==> src/rtl/button_events_pkg.sv <==
// Shared types and default timing for button_events.
// Holds the FSM state encoding, the 100 MHz default periods, and a helper
// that sizes the shared cycle counter.
package button_events_pkg;

    typedef enum logic [2:0] {
        ST_IDLE     = 3'd0,
        ST_PRESSED  = 3'd1,
        ST_HELD     = 3'd2,
        ST_WAIT_DBL = 3'd3,
        ST_PRESSED2 = 3'd4
    } state_t;

    // Default periods at a 100 MHz clock
    localparam int unsigned LONG_CYCLES_100MHZ = 100_000_000; // 1.0 s hold
    localparam int unsigned DBL_CYCLES_100MHZ  = 25_000_000;  // 250 ms gap
    localparam int unsigned RPT_CYCLES_100MHZ  = 10_000_000;  // 100 ms repeat

    // Largest of three periods; sizes the one counter they all share
    function automatic int unsigned max3(input int unsigned a,
                                         input int unsigned b,
                                         input int unsigned c);
        int unsigned m;
        m = a;
        if (b > m) m = b;
        if (c > m) m = c;
        return m;
    endfunction

endpackage

==> src/rtl/button_events.sv <==
// Button gesture decoder: turns a clean button level into press/release,
// click, double-click, long-press and auto-repeat pulses.
// Ports:
//   clk        rising-edge clock
//   reset      asynchronous active-high reset
//   debounced  clean synchronous button level, 1 = pressed
//   press      one-cycle pulse on each press
//   rel        one-cycle pulse on each release
//   click      one-cycle pulse for a single short click
//   dbl_click  one-cycle pulse for a double click
//   long_press one-cycle pulse when a hold reaches LONG_CYCLES
//   rpt        one-cycle auto-repeat pulse while held after a long press
//   busy       level, high whenever the FSM is not idle
module button_events
    import button_events_pkg::*;
#(
    parameter int unsigned LONG_CYCLES = LONG_CYCLES_100MHZ,
    parameter int unsigned DBL_CYCLES  = DBL_CYCLES_100MHZ,
    parameter int unsigned RPT_CYCLES  = RPT_CYCLES_100MHZ
) (
    input  logic clk,
    input  logic reset,
    input  logic debounced,
    output logic press,
    output logic rel,
    output logic click,
    output logic dbl_click,
    output logic long_press,
    output logic rpt,
    output logic busy
);

    localparam int unsigned MAX_CYCLES = max3(LONG_CYCLES, DBL_CYCLES, RPT_CYCLES);
    // At least one bit so that all-ones parameter sets still elaborate
    localparam int unsigned CNT_W = (MAX_CYCLES > 1) ? $clog2(MAX_CYCLES) : 1;

    localparam logic [CNT_W-1:0] LONG_LAST = CNT_W'(LONG_CYCLES - 1);
    localparam logic [CNT_W-1:0] DBL_LAST  = CNT_W'(DBL_CYCLES - 1);
    localparam logic [CNT_W-1:0] RPT_LAST  = CNT_W'(RPT_CYCLES - 1);

    state_t           state;
    logic [CNT_W-1:0] cnt;

    // Gesture FSM; level changes are tested before counter expiry so they win ties
    always_ff @(posedge clk or posedge reset) begin
        if (reset) begin
            state      <= ST_IDLE;
            cnt        <= '0;
            press      <= 1'b0;
            rel        <= 1'b0;
            click      <= 1'b0;
            dbl_click  <= 1'b0;
            long_press <= 1'b0;
            rpt        <= 1'b0;
        end else begin
            press      <= 1'b0;
            rel        <= 1'b0;
            click      <= 1'b0;
            dbl_click  <= 1'b0;
            long_press <= 1'b0;
            rpt        <= 1'b0;

            case (state)
                ST_IDLE: begin
                    cnt <= '0;
                    if (debounced) begin
                        state <= ST_PRESSED;
                        press <= 1'b1;
                    end
                end

                ST_PRESSED: begin
                    if (!debounced) begin
                        state <= ST_WAIT_DBL;
                        rel   <= 1'b1;
                        cnt   <= '0;
                    end else if (cnt == LONG_LAST) begin
                        state      <= ST_HELD;
                        long_press <= 1'b1;
                        cnt        <= '0;
                    end else begin
                        cnt <= cnt + CNT_W'(1);
                    end
                end

                ST_HELD: begin
                    if (!debounced) begin
                        state <= ST_IDLE;
                        rel   <= 1'b1;
                        cnt   <= '0;
                    end else if (cnt == RPT_LAST) begin
                        rpt <= 1'b1;
                        cnt <= '0;
                    end else begin
                        cnt <= cnt + CNT_W'(1);
                    end
                end

                ST_WAIT_DBL: begin
                    if (debounced) begin
                        state     <= ST_PRESSED2;
                        press     <= 1'b1;
                        dbl_click <= 1'b1;
                        cnt       <= '0;
                    end else if (cnt == DBL_LAST) begin
                        state <= ST_IDLE;
                        click <= 1'b1;
                        cnt   <= '0;
                    end else begin
                        cnt <= cnt + CNT_W'(1);
                    end
                end

                ST_PRESSED2: begin
                    // Second press of a double click: only waits for release
                    cnt <= '0;
                    if (!debounced) begin
                        state <= ST_IDLE;
                        rel   <= 1'b1;
                    end
                end

                default: begin
                    state <= ST_IDLE;
                    cnt   <= '0;
                end
            endcase
        end
    end

    assign busy = (state != ST_IDLE);

endmodule

==> config.mk <==
export PLATFORM = sky130hd
export DESIGN_NAME = button_events
export DESIGN_NICKNAME = d
export VERILOG_FILES = /design/src/rtl/button_events_pkg.sv /design/src/rtl/button_events.sv
export SDC_FILE = /design/constraint.sdc
export NUM_CORES = 1
export LEC_CHECK = 0
export CORE_MARGIN = 8
export CORE_UTILIZATION = 40
export DETAILED_ROUTE_END_ITERATION = 6
export PLACE_DENSITY = 0.55
export SYNTH_ARGS = -nofsm -noshare
export SYNTH_HDL_FRONTEND = slang
export SYNTH_SLANG_ARGS = --single-unit
==> constraint.sdc <==
create_clock -name clk -period 4 [get_ports clk]
set_clock_uncertainty 0.1 [all_clocks]
set_input_delay 0.8 -clock clk [delete_from_list [all_inputs] [get_ports clk]]
set_output_delay 0.8 -clock clk [all_outputs]
set_load 0.03 [all_outputs]
* Word-level counts from Yosys, hierarchy flattened
Index checks and enable logic that the tools add are counted.
Storage, ports and cells: bits in latches 0, memories 0, memory bits (read-only) 0, RAM bits 0, bits in registers 36
Operators by class: order comparisons 0, shift operators 0, add/sub/neg operators 1, equal/unequal tests 11, bitwise gates (word level) 0, divide/modulo/power cells 0, reductions and logical operators 6, multipliers 0, muxes and demuxes 28
Operators with widths (number):
- 27-bit two-way mux | 6
- 27-bit case mux with 3 select lines | 1
- 27-bit by 1-bit adder with 27-bit output, second input constant | 1
- 27-bit by 24-bit equality test with 1-bit output, second input constant | 1
- 27-bit by 25-bit equality test with 1-bit output, second input constant | 1
- 27-bit equality test, second input constant | 1
- 3-bit two-way mux | 6
- 1-bit two-way mux | 14
- 3-bit case mux with 4 select lines | 1
- 3-bit by 2-bit equality test with 1-bit output, second input constant | 2
- 3-bit != test, second input constant | 2
- 2-bit != test, second input constant | 2
- 4-bit AND reduction | 1
- 2-bit OR reduction | 2
- 3-bit by 1-bit equality test with 1-bit output, second input constant | 1
- 3-bit equality test, second input constant | 1
- 3-bit logical NOT | 1
- 3-bit nonzero test | 1
- 3-bit OR reduction | 1

* Depth between registers and ports, before layout
Gate-level depths: netlist of run 1.
word-level depth 4, mapped depth 8

* Least setup slack after synthesis of run 1
OpenSTA, ideal clock, no wires.
kind in2reg, start point input debounced, end point register cnt[11], data required time 3.823 ns, path slack 1.893 ns, setup time 0.077 ns, cell stages on the path 7, path buffers 3, arrival time 1.929 ns, cell sequence clkbuf_1 nor2b_1 nand3b_1 nand2b_1 buf_4 buf_2 a21oi_1
On the way: cells in the longest elaborated chain, start to end 2, elaborated cells between the ends (all ways) 4, classes of those cells 4 x mux
Ends and longest elaborated chain:
- start, declared | line button_events.sv:23 | input logic debounced,
- 27-bit two-way mux, on equally long branches | line button_events.sv:100, button_events.sv:73, button_events.sv:87
- 27-bit case mux with 3 select lines * | line button_events.sv:63 | case (state)
- end signal, assigned | line button_events.sv:82 | cnt <= cnt + CNT_W'(1);
- end signal, assigned | line button_events.sv:95 | cnt <= cnt + CNT_W'(1);
- end signal, assigned | line button_events.sv:110 | cnt <= cnt + CNT_W'(1);
- end, declared | line button_events.sv:42 | logic [CNT_W-1:0] cnt;
Mark *: on every way between the ends. The rest lies on a longest branch, timed or not. A chain may end at the register's enable or synchronous reset.

* Worst setup path after layout of run 1
start point input debounced, end point register cnt[1]
The elaborated chain is that of the path after synthesis.

==> results.yml, run 1 <==
synthesis:
  synth_area_mm2: 0.00192
  avgSynthCellArea_um2: 10.1
  syn_inst: 191
  synth-seq-cells: 36
  synth_flop_cell: "dfrtp_1"
  synthArstFlopShare: 1.00
  synth_warnings: 0
  yosysSeqAreaShare: 0.469
  synth-edff-count: 0
  syn_nets: 195
  synth_cell_types: 43
sta:
  setup_ws_ns: 1.09
  final-hold-violation-count: 0
  slew_viol_final: 0
  rsz0062_at_grt: "no"
  period_share: 0.728
  max_clock_freq_mhz: 343
  relSlewSlack: 0.327
  period_needed_ns: 2.91
  setup_tns_ns: 0
  worst_pin_slew_ns: 1.01
  setup_viol: 0
route:
  drc: 0
  drt_iter0_drc: 77
  drt_wl_total_um: 3940
  ant_nets: 0
  vias: 1431
  first_pass_iters: 4
  viasPerCell: 5.63
  routedWlPerCell_um: 15.5
critical_path:
  worst-endpoint-required_ns: 4.02
  r2r_slack_ns: 1.18
  crit_fanout: 16
  cp.arrival_ns: 2.93
  r2r-start: "cnt[0]"
  start_kind: "primary input"
  critPathKind: "in2reg"
  crit_path_end_kind: "flop"
  worstSetupStartpoint: "debounced"
clock_network:
  cts.repair.resized: 0
  htree_levels: 2
  cts-root-buf: "clkbuf_8"
  clock_sinks: 36
  clock_path_buffers: 2
  clkTransAtPathRegs_ns: 0.07
  cts_hold_buf: 0
  cts_tree: "yes"
  cts_buffers: 5
  clk_latency_ns: 0.29
  post_cts_buffers: 0
cells_and_area:
  nets: 203
  drive_above_1_share: 0.0900
  n_antenna_cell: 0
  fin_cells: 254
  layout_common_cells: "dfrtp_1 (36), a21oi_1 (23), xor2_1 (16)"
  area_growth_pct: 9.97
  layout_commonest_cell: "dfrtp_1"
power:
  ir_drop_mv: 0.170
  leakage_nw: 0.847
  powerDensity_mw_per_mm2: 457
global_routing:
  grtUsageTotal: 0.116
  antenna_found_initial: 0
  gr-max-usage-layer: "met2"
  use_met2: 0.186
  grt_max_degree: 27
  grt_pass1_wl_um: 6830
  grtUsageMet1: 0.145
  grt_overflow: 0
  grt_pass1_vias: 1448
  grtUsageMet3: 0.0347
placed_design:
  port_buffers: 9
  dp_cells: 246
  post-place-ws_ns: 0.787
  routabilityCongestion: 0.826
  dp_hpwl_um: 2740
floorplan:
  start_util: 0.409
  die_area_mm2: 0.00727
  die_w_um: 85.3
  core_mm2: 0.00469
  ios: 10
  fp-row-count: 25
  fp.dieH_um: 85.3
worst_hold_path:
  hold_start: "cnt[0]"
  hold_class: "reg2reg"
outcome:
  status: "completed"
flow_run:
  cap_violations: 0
[power by group]
part           internal, mW  switching (mW)
registers             0.396          0.0368
clock network         0.141           0.127
logic                0.0959           0.168
[metrics by stage]
step	power [mW]	hold slack [ns]	utilization	cell area, µm²
2_1_floorplan	0.669	0.348	-	1920
3_3_place_gp	0.698	0.377	0.431	2020
4_1_cts	0.975	0.398	0.450	2110
6_report	0.965	0.387	0.450	2110
5_1_grt	1.02	0.427	0.450	2110
3_5_place_dp	0.704	0.389	0.431	2020
[logic make-up after synthesis]
| family | share of synthesized area |
|---|---|
| xor+xnor | 0.119 |
| compound gates | 0.113 |
| simple gates | 0.243 |
| flops | 0.469 |
| buf+inv | 0.0502 |
| fa+ha+maj | 0.00651 |
[area by class of cell]
type,count,area (µm²)
clock buffer,8,90.1
fill,451,2580
inverter,5,18.8
multi-input combinational,140,930
sequential,36,901
tap,54,67.6
timing repair buffer,11,105
[state kept, by name (all words and copies together), names as in the netlist]
register / flops
dbl_click: 1
cnt: 27
long_press: 1
press: 1
state: 3
rpt: 1
click: 1
rel: 1
[worst max-delay path: stages]
cell and delay [ns]:
clkdlybuf4s50_1 0.64, nand2b_1 0.16, or2_0 0.14, a31oi_1 0.06, a31oi_2 0.69, buf_4 0.34, a21boi_0 0.11
[synth_stat cells, drive strengths merged, types with 2 or more instances]
master | count | share of area
clkbuf | 4 | 0.0078
nor3 | 7 | 0.018
or3 | 2 | 0.0091
nor4 | 3 | 0.025
and3 | 5 | 0.016
xnor2 | 10 | 0.046
or2 | 2 | 0.0065
nor2 | 10 | 0.020
a31oi | 2 | 0.0065
nand3 | 14 | 0.036
dfrtp | 36 | 0.47
nand2 | 8 | 0.016
nor2b | 2 | 0.0065
nand2b | 5 | 0.016
a21oi | 25 | 0.069
xor2 | 16 | 0.073
nand3b | 2 | 0.0078
and4 | 2 | 0.0091
inv | 5 | 0.0098
nand4 | 11 | 0.039
buf | 6 | 0.033
[worst paths after layout]
path	to	cells past startpoint
setup / recovery	cnt[1]	7
hold / removal	cnt[0]	1
setup reg to reg	cnt[1]	7
hold reg to reg	cnt[0]	1
max in group asynchronous	cnt[10]	3
min in group asynchronous	cnt[12]	2
[per-layer routing]
| layer | up-vias | share of wire |
|---|---|---|
| met5 | - | 0 |
| met4 | 0 | 0.013 |
| met3 | 5 | 0.048 |
| met2 | 22 | 0.49 |
| met1 | 706 | 0.45 |
| li1 | 698 | - |
No activity file was read; power rests on OpenSTA's default activity.
==> inputs of run 2 (changes only) <==
--- a/config.mk
+++ b/config.mk
@@ -8,7 +8,7 @@
 export CORE_MARGIN = 8
 export CORE_UTILIZATION = 40
 export DETAILED_ROUTE_END_ITERATION = 6
-export PLACE_DENSITY = 0.55
+export PLACE_DENSITY = 0.57
 export SYNTH_ARGS = -nofsm -noshare
 export SYNTH_HDL_FRONTEND = slang
 export SYNTH_SLANG_ARGS = --single-unit
==> constraint.sdc (replaced) <==
create_clock -name clk -period 2.4 [get_ports clk]
set_clock_uncertainty 0.1 [all_clocks]
set_input_delay 0.48 -clock clk [delete_from_list [all_inputs] [get_ports clk]]
set_output_delay 0.48 -clock clk [all_outputs]
set_load 0.03 [all_outputs]
==> run 2 against run 1 <==
Net effect:
- worst setup slack got worse by 1.0 ns
- first-iteration DRC count fell by 3.9%
- critical path type is now reg2out
- die area did not move
- non-clock buffer count rose by 5
- flip-flop and latch count did not move
- combinational power rose by 82%
==> results.yml, run 2 (synthesized netlist as in run 1, its figures left out) <==
cells_and_area:
  drive_above_1_share: 0.112
  n_antenna_cell: 0
  largest_reg_flops: 27
  layout_common_cells: "dfrtp_1 (36), a21oi_1 (23), xor2_1 (16)"
  layout_commonest_cell: "dfrtp_1"
  nets: 208
  design_area_mm2: 0.00217
  area_growth_pct: 13.2
  top_regs: "cnt x27, state x3"
  top_register: "cnt"
route:
  ant_nets: 0
  first_pass_iters: 4
  vias: 1455
  drt_wl_total_um: 3950
  routedWlPerCell_um: 15.3
  drt_iter0_drc: 74
  drc: 0
  viasPerCell: 5.62
placed_design:
  routabilityCongestion: 0.842
  post_dp_cell_area_mm2: 0.00208
  port_buffers: 9
  dp_hpwl_um: 2750
power:
  powerDensity_mw_per_mm2: 755
  p_sw_frac: 0.336
  clkPwrFrac: 0.266
  combPwrFrac: 0.293
  p_switching_uw: 552
  ir_drop_mv: 0.442
  leakage_nw: 0.884
  seqPwrFrac: 0.441
  p_int_mw: 1.09
critical_path:
  slowest_stage: "clkdlybuf4s50_1"
  cp.arrival_ns: 1.75
  rr_worst_depth: 6
  crit_end: "busy"
  start_kind: "flop"
  cp.depth: 2
  rr_endpoint: "cnt[1]"
  path_buf_inv: 1
  r2r_slack_ns: 0.19
  cp_cell_sequence: "or3_1, clkdlybuf4s50_1"
  critPathKind: "reg2out"
  crit_fanout: 9
  r2r-start: "cnt[8]"
  cpPeakStageDelay_ns: 0.60
  worstSetupStartpoint: "state[1]"
  worst-endpoint-required_ns: 1.82
  crit_path_end_kind: "output port"
  path_delay_family: "buffers and inverters"
clock_network:
  htree_levels: 2
  cts_buffers: 5
  post_cts_buffers: 0
  clock_path_buffers: 2
  cts.repair.resized: 0
  cts_hold_buf: 0
  clock_sinks: 36
  clk_latency_ns: 0.29
  clkTransAtPathRegs_ns: 0.07
  cts-root-buf: "clkbuf_8"
  cts_tree: "yes"
sta:
  rsz0062_at_grt: "no"
  period_share: 0.973
  final-hold-violation-count: 0
  setup_viol: 0
  slew_viol_final: 0
  worst_pin_slew_ns: 0.515
  period_needed_ns: 2.33
  setup_tns_ns: 0
  max_clock_freq_mhz: 428
  relSlewSlack: 0.654
global_routing:
  grtUsageTotal: 0.120
  use_met2: 0.203
  antenna_found_initial: 0
  grt_pass1_vias: 1519
  gr-max-usage-layer: "met2"
  grt_pass1_wl_um: 7100
  grtUsageMet3: 0.0290
  grt_overflow: 0
  grt_max_degree: 37
  grtUsageMet1: 0.140
flow_run:
  cap_violations: 0
floorplan:
  fp.dieH_um: 85.3
  start_util: 0.409
  core_mm2: 0.00469
  ios: 10
  fp-row-count: 25
  die_area_mm2: 0.00727
  die_w_um: 85.3
worst_hold_path:
  hold_start: "cnt[0]"
  hold_class: "reg2reg"
outcome:
  status: "completed"
[run 2: per-stage QoR]
step	hold WS [ns]	util	total power, mW	instances	setup WS [ns]
2_1_floorplan	0.348	-	1.12	191	0.406
5_1_grt	0.433	0.463	1.73	259	0.0123
3_5_place_dp	0.392	0.444	1.22	251	0.152
4_1_cts	0.404	0.463	1.66	259	0.0519
6_report	0.396	0.463	1.64	259	0.0658
3_3_place_gp	0.379	0.444	1.21	251	0.209
[run 2: worst min-delay path by stage]
stage / depth (start not counted) / slack (ns) / to
global route: 1 / 0.43 / cnt[0]
finish: 1 / 0.40 / cnt[0]
detailed placement: 1 / 0.39 / cnt[0]
global placement: 1 / 0.38 / cnt[0]
CTS: 1 / 0.40 / cnt[0]
floorplan: 1 / 0.35 / cnt[0]
[run 2: area by class of cell]
type                            count  area [µm²]
Sequential cell                    36         901
Clock buffer                        8        90.1
Timing Repair Buffer               16         168
Fill cell                         464        2520
Tap cell                           54        67.6
Inverter                            5        18.8
Multi-Input combinational cell    140         930
[run 2: power by group through the flow]
| stage | logic [mW] | clock network [mW] | registers [mW] |
|---|---|---|---|
| final | 0.481 | 0.436 | 0.724 |
| after global routing | 0.528 | 0.473 | 0.733 |
| after CTS | 0.489 | 0.451 | 0.724 |
| after detailed placement | 0.488 | 0 | 0.734 |
| after global placement | 0.477 | 0 | 0.731 |
| after floorplan | 0.382 | 0 | 0.733 |
[run 2: routing by layer]
layer	share of wire	vias up
met5	0	-
met4	0.016	0
met3	0.024	7
met2	0.50	13
met1	0.46	730
li1	-	705
